==> src/rtl/fifo_rd_stream.sv <==
// Drain stage behind fifo_syn: issues reads, absorbs the 1-cycle read latency and
// re-times the words into a valid/ready stream with a per-burst m_last marker.
module fifo_rd_stream #(
  parameter int DATA_WIDTH = 32,
  parameter int BURST_LEN  = 4,
  parameter int SKID_DEPTH = 3
) (
  input  logic                          clk,
  input  logic                          rst,
  input  logic                          en,
  input  logic                          fifo_empty,
  input  logic [DATA_WIDTH-1:0]         fifo_data,
  output logic                          fifo_cs,
  output logic                          fifo_rd_en,
  output logic                          m_valid,
  input  logic                          m_ready,
  output logic [DATA_WIDTH-1:0]         m_data,
  output logic                          m_last,
  output logic                          busy,
  output logic [1:0]                    state_dbg,
  output logic [1:0]                    occ_dbg,
  output logic [$clog2(BURST_LEN):0]    beat_cnt_dbg
);

  localparam int BW = $clog2(BURST_LEN) + 1;
  localparam logic [BW-1:0] LAST_BEAT = BW'(BURST_LEN - 1);
  localparam logic [2:0]    DEPTH     = 3'(SKID_DEPTH);

  typedef enum logic [1:0] {
    IDLE  = 2'd0,
    RUN   = 2'd1,
    DRAIN = 2'd2
  } state_t;

  state_t                state, state_next;
  logic [DATA_WIDTH-1:0] mem [0:2];
  logic [1:0]            wr_ptr, rd_ptr;
  logic [1:0]            occ;
  logic                  inflight;
  logic [BW-1:0]         beat_cnt;
  logic [2:0]            held;
  logic                  push, pop;

  function automatic logic [1:0] ptr_inc(input logic [1:0] p);
    return (p == 2'd2) ? 2'd0 : p + 2'd1;
  endfunction

  // Stream handshake: a beat transfers on every rising edge where m_valid && m_ready;
  // m_valid never waits for m_ready, and m_data/m_last hold while m_valid && !m_ready.
  // The read request only looks at registered occupancy, never at m_ready.
  assign held       = {1'b0, occ} + {2'b00, inflight};
  assign fifo_rd_en = !rst && en && !fifo_empty && (held < DEPTH);
  assign fifo_cs    = fifo_rd_en;

  assign push    = inflight;
  assign m_valid = (occ != 2'd0);
  assign pop     = m_valid && m_ready;
  assign m_data  = mem[rd_ptr];
  assign m_last  = m_valid && (beat_cnt == LAST_BEAT);
  assign busy    = (state != IDLE);

  assign state_dbg    = state;
  assign occ_dbg      = occ;
  assign beat_cnt_dbg = beat_cnt;

  always_ff @(posedge clk) begin
    if (rst) begin
      occ      <= 2'd0;
      inflight <= 1'b0;
      wr_ptr   <= 2'd0;
      rd_ptr   <= 2'd0;
      beat_cnt <= '0;
      for (int i = 0; i < 3; i++) mem[i] <= '0;
    end else begin
      inflight <= fifo_rd_en;
      if (push) begin
        mem[wr_ptr] <= fifo_data;
        wr_ptr      <= ptr_inc(wr_ptr);
      end
      if (pop) begin
        rd_ptr   <= ptr_inc(rd_ptr);
        beat_cnt <= m_last ? '0 : beat_cnt + BW'(1);
      end
      if (push && !pop)      occ <= occ + 2'd1;
      else if (!push && pop) occ <= occ - 2'd1;
    end
  end

  always_ff @(posedge clk) begin
    if (rst) state <= IDLE;
    else     state <= state_next;
  end

  // Leaving RUN with words still owed goes through DRAIN so they are delivered.
  always_comb begin
    state_next = state;
    unique case (state)
      IDLE:    if (en) state_next = RUN;
      RUN:     if (!en) state_next = (held != 3'd0) ? DRAIN : IDLE;
      DRAIN: begin
        if (en)                 state_next = RUN;
        else if (held == 3'd0)  state_next = IDLE;
      end
      default: state_next = IDLE;
    endcase
  end

  always_ff @(posedge clk) begin
    if (!rst && push) assert (occ != 2'd3);
  end

endmodule

==> config.mk <==
export PLATFORM = sky130hd
export DESIGN_NAME = fifo_rd_stream
export DESIGN_NICKNAME = d
export VERILOG_FILES = /design/src/rtl/fifo_rd_stream.sv
export SDC_FILE = /design/constraint.sdc
export NUM_CORES = 1
export LEC_CHECK = 0
export CORE_UTILIZATION = 60
export CTS_BUF_LIST = sky130_fd_sc_hd__clkbuf_8
export CTS_CLUSTER_SIZE = 16
export DETAILED_ROUTE_END_ITERATION = 7
export GPL_ROUTABILITY_DRIVEN = 1
export HOLD_SLACK_MARGIN = 0.02
export PLACE_DENSITY_LB_ADDON = 0.1
export SYNTH_ARGS = -nofsm -noshare
export SYNTH_HDL_FRONTEND = slang
export SYNTH_SLANG_ARGS = --single-unit
==> constraint.sdc <==
create_clock -name clk -period 4.1 [get_ports clk]
set_input_delay 1.025 -clock clk [delete_from_list [all_inputs] [get_ports clk]]
set_output_delay 1.025 -clock clk [all_outputs]
set_load 0.005 [all_outputs]
# == Word level (Yosys, flattened, before mapping) ==
# Memory sizes are Yosys's and may differ from the RTL's. A register that Yosys moved wholly into a read port is not among the register bits.
# Index checks and enable logic that the tools add are counted.
# totals
wordCells,62
register_bits,12
out_inout_bits,44
in_bits,37
ram_bits,96
rom_bits,0
latch_bits,0
mem_count,1
# memory_table
name,words,width,read_ports,rd_ports_with_merged_regs,wr,line_no,rtl
mem,3,32,1,1,3,36,logic [DATA_WIDTH-1:0] mem [0:2];
# classes
eq_ne,8
div_mod_pow,0
shift,0
order_cmp,1
mul,0
bitwise,0
n_reduce_logical,19
muxes,21
add_sub_neg,6
# ops
cell,count
32-bit 2-to-1 mux,1
32-bit OR reduction,1
2-bit 2-to-1 mux,12
1-bit logical AND,7
"2-bit by 1-bit adder with 2-bit output, second input constant",3
"2-bit equality test, second input constant",3
1-bit 2-to-1 mux,6
2-bit one-hot mux with 3 select lines,1
2-bit nonzero test,3
1-bit logical NOT,4
"2-bit inequality test, second input constant",2
2-bit by 1-bit adder with 3-bit output,1
"3-bit by 1-bit adder with 3-bit output, second input constant",1
"3-bit by 2-bit equality test with 1-bit output, second input constant",1
3-bit logical NOT,1
"3-bit by 2-bit less-than comparator with 1-bit output, second input constant",1
3-bit 2-to-1 mux,1
"3-bit inequality test, second input constant",1
3-bit AND reduction,1
3-bit nonzero test,1
"2-bit by 1-bit equality test with 1-bit output, second input constant",1
2-bit logical NOT,1
"2-bit by 1-bit subtractor with 2-bit output, second input constant",1

# == Depth between registers and ports, before layout ==
# logic_depth
word_depth,5
ltp_mapped,6
mapped_depth_nobuf,6

# == Worst setup path before layout ==
# Ideal clock, no wire load.
# synth_timing
kind,input to output
startpoint,input rst
endpoint,output fifo_rd_en
path_slack_ps,1044
t_arrival_ps,2031
stages,4
required_ps,3075
path_buffers,2
path_cell_list,buf_2 > nand2b_1 > a2111oi_0 > buf_4
# synth_via
elab_chain_len,4
# synth_lines
item,line_no,rtl
start: declaration,9,"input logic rst,"
1-bit logical NOT,-,
1-bit logical AND (3 in series),52,assign fifo_rd_en = !rst && en && !fifo_empty && (held < DEPTH);
end: declaration,14,"output logic fifo_rd_en,"
# Every way passes these cells.

# == Worst setup path after layout ==
# layout_timing
startpoint,input rst
endpoint,output fifo_cs
# layout_via
elab_chain_len,4
# layout_lines
item,line_no,rtl
1-bit logical NOT,-,
1-bit logical AND (3 in series),52,
end: declaration,13,"output logic fifo_cs,"
# Every way passes these cells.

==> parameters.txt <==
Parameter                              Value

Clocking
  Buffer depth of the longest clock path ... 2
  Clock sink total ... 142
  # Post-CTS Setup Buffers ... 0
  Number of buffers added by the clock tree synthesis step ... 17
  Clock latency on the worst-skew pair ... roughly 0.43 ns
  Post-CTS sizing ... 0
  CTS Hold Bufs ... 0
  H-Tree Level Count ... 4
  CTS Root Cell ... sky130_fd_sc_hd__clkbuf_8
  Clock transition time at the flip-flop clock pins of the worst setup and hold paths ... 0.08 ns
  Clock tree from TritonCTS ... yes

Floorplanning
  Standard cell core area ... 9729 µm²
  Chip width ... slightly above 100 µm
  Height of the chip ... 101.7 µm
  Effective utilization at floorplan ... about three fifths
  Count of standard-cell rows ... 36
  Num ports ... 81
  Die Outline Area ... 10350 µm²

Yosys
  Number of synthesized register bits ... 142
  Count of flip-flops with a built-in enable after synthesis ... ~130
  Flip-flop cell with the highest count after synthesis ... sky130_fd_sc_hd__edfxtp_1
  Synthesis warning total ... 0
  Count of different cell masters after synthesis ... 31
  Synthesized Nets ... 380
  Share of synthesized area occupied by flip-flops and latches ... around 69%
  Post-synth top area cell ... sky130_fd_sc_hd__edfxtp_1
  Yosys top cell area share ... between 60% and 70%
  Synth Instances ... 339
  Top area cells in the synthesized netlist ... sky130_fd_sc_hd__edfxtp_1 (64%), sky130_fd_sc_hd__mux4_2 (12%), sky130_fd_sc_hd__and2_1 (10%)
  Async S/R FF share, synth ... 0%
  Cell area after synthesis ... 5969 µm²
  Average instance area after synthesis ... 17.61 µm²

Placed design
  Routability congestion estimate ... roughly 0.7
  Instance area after placement ... 6857 µm²
  Hpwl dp ... around 6500 µm
  Port bufs ... 80

Timing
  Final period utilization ... 90.74%
  Count of final hold-check violations ... 0
  RSZ-0062 raised after global routing ... false
  Time the worst path needs with I/O delays and setup ... 3.720 ns
  Relative max-transition margin ... 39.30%
  Tightest Pin Transition ... between 0.9 and 1 ns
  Number of endpoints failing setup at the final stage ... 0
  Post-route setup TNS ... 0 ns
  Max-slew violation count ... 0
  Max Clock Skew ... between 0.007 and 0.008 ns
  Fmax ... 0.2688 GHz

Detailed routing
  Routed wire length ... about 11000 µm
  Routed vias/inst ... roughly 5.4
  Router iterations before antenna repair ... 4
  Total number of vias ... 3103
  Drt initial violations ... about 130
  DRC violation count after routing ... 0
  Final antenna-violating net count ... 0
  Average routed wire per standard cell ... roughly 19 µm

Pwr
  Cell leakage power ... 0.002555 µW
  Overall power ... 3352 µW
  Maximum resistive drop on vdd ... roughly 0.26 mV
  Power Density ... 462.7 nW/µm²

GRT
  Global-route total usage across every layer ... a little under a quarter
  Total global routing overflow ... 0
  Number of antenna violations at the first check in global routing ... 0
  Fraction of met3 tracks used by global routing ... 6.004%
  Global-route wire length before repair ... ~17000 µm
  Met1 usage ... 28.13%
  Maximum number of pins on one net before global-route repair ... 33
  Global-route met2 utilization ... 39.66%
  Most utilized layer in the global route result ... met2
  Via count of the first global-routing pass ... 3311

Layout
  Seq. cell area ... 4126 µm²
  Share of post-route cells with drive strength above 1 ... between 10% and 20%
  Nets ... between 400 and 500
  Growth of design area from synthesis to finish ... 21.38%
  Antenna cell count ... 0
  Area taken by multi-input logic gates ... roughly 1700 µm²
  Layout fillers ... 650
  Most frequent cells in the layout ... sky130_fd_sc_hd__edfxtp_1 (128), sky130_fd_sc_hd__and2_1 (96), sky130_fd_sc_hd__clkdlybuf4s50_1 (80)
  Most common library cell in the layout ignoring fill and taps ... sky130_fd_sc_hd__edfxtp_1
  Final non-filler cell area ... 7246 µm²

Worst setup path
  Startpoint Class ... input pin
  Crit. End Element ... primary output
  Signal arrival time at the worst endpoint ... around 2.7 ns
  Critical Setup Path Class ... in2out
  Required time at the worst-slack endpoint ... between 3 and 4 ns
  Maximum net fanout on the critical path ... 3

Flow run
  Max-cap viol count ... 0

Status
  Result of the run ... finished, final reports clean

Min path
  Class of the most critical hold timing path ... reg2reg
-- registers in the layout, indices dropped and copies added, names as in the netlist, named ones only --
signal	flops
inflight	1
mem	128
wr_ptr	2
rd_ptr	2
occ_dbg	2
state_dbg	2
beat_cnt_dbg	3
-- metal layers --
metal | vias up | wire length [µm]
li1 | 1459 | -
met1 | 1560 | 4588
met2 | 69 | 5775
met3 | 15 | 356
met4 | 0 | 177
met5 | - | 0
-- cells by family after synthesis --
kind of cell             count (synthesis)  share of synthesized area, %
buffers and inverters                   20                         2.725
AO/OA/AOI/OAI                           13                         1.446
XOR/XNOR                                 2                        0.2935
AND/OR/NAND/NOR                        124                         13.18
multiplexers                            34                         12.43
flip-flops                             142                         69.08
adder cells (fa/ha/maj)                  4                        0.8384
-- worst max-delay path: stages --
cell and delay, ns:
sky130_fd_sc_hd__clkdlybuf4s50_1 0.43, sky130_fd_sc_hd__nand2b_1 0.18, sky130_fd_sc_hd__a2111oi_0 0.45, sky130_fd_sc_hd__clkdlybuf4s50_1 0.61
-- final timing paths --
check | from | slack (ns) | endpoint | depth (start not counted)
max | rst | 0.38 | fifo_cs | 4
min | beat_cnt_dbg[2]$_SDFFE_PP0P_ | 0.47 | beat_cnt_dbg[2]$_SDFFE_PP0P_ | 2
max reg2reg | inflight$_SDFF_PP0_ | 2.20 | mem[1][22]$_SDFFCE_PN0P_ | 2
min reg2reg | beat_cnt_dbg[2]$_SDFFE_PP0P_ | 0.47 | beat_cnt_dbg[2]$_SDFFE_PP0P_ | 2
-- cell usage after synthesis, types with 3 or more instances --
library cell and count:
sky130_fd_sc_hd__edfxtp_1 128, sky130_fd_sc_hd__and2_1 96, sky130_fd_sc_hd__mux4_2 32, sky130_fd_sc_hd__dfxtp_1 14, sky130_fd_sc_hd__buf_6 10, sky130_fd_sc_hd__a21oi_1 8, sky130_fd_sc_hd__nand2_1 5, sky130_fd_sc_hd__nor2_1 5
sky130_fd_sc_hd__or2_2 5, sky130_fd_sc_hd__buf_2 4, sky130_fd_sc_hd__ha_1 4, sky130_fd_sc_hd__clkbuf_2 3, sky130_fd_sc_hd__nand2b_1 3
-- area by class of cell --
class,count,share of cell area (%)
Timing Repair Buffer,90,12.09
Multi-Input combinational cell,177,23.24
Clock buffer,17,3.229
Sequential cell,142,56.95
Inverter,1,0.05180
Clock inverter,15,2.141
Tap cell,133,2.297
-- power by group --
group / total, µW / switching [µW] / leakage (µW) / internal [µW]
Sequential: 1700 / 64.1 / 0.00140 / 1640
Clock: 1090 / 505 / 0.000205 / 588
Combinational: 558 / 197 / 0.000954 / 361
-- stage by stage --
stage	worst slack, ns	util [%]	cells	hold WS, ns
final	0.3795	74.47	575	0.4696
after CTS	0.3424	74.47	575	0.4773
after detailed placement	0.3332	70.47	543	0.4657
after global placement	0.4392	70.47	543	0.4533
after global routing	0.2430	74.47	575	0.4916
after floorplan	1.044	-	339	0.4503
(Power assumes the default switching activity.)
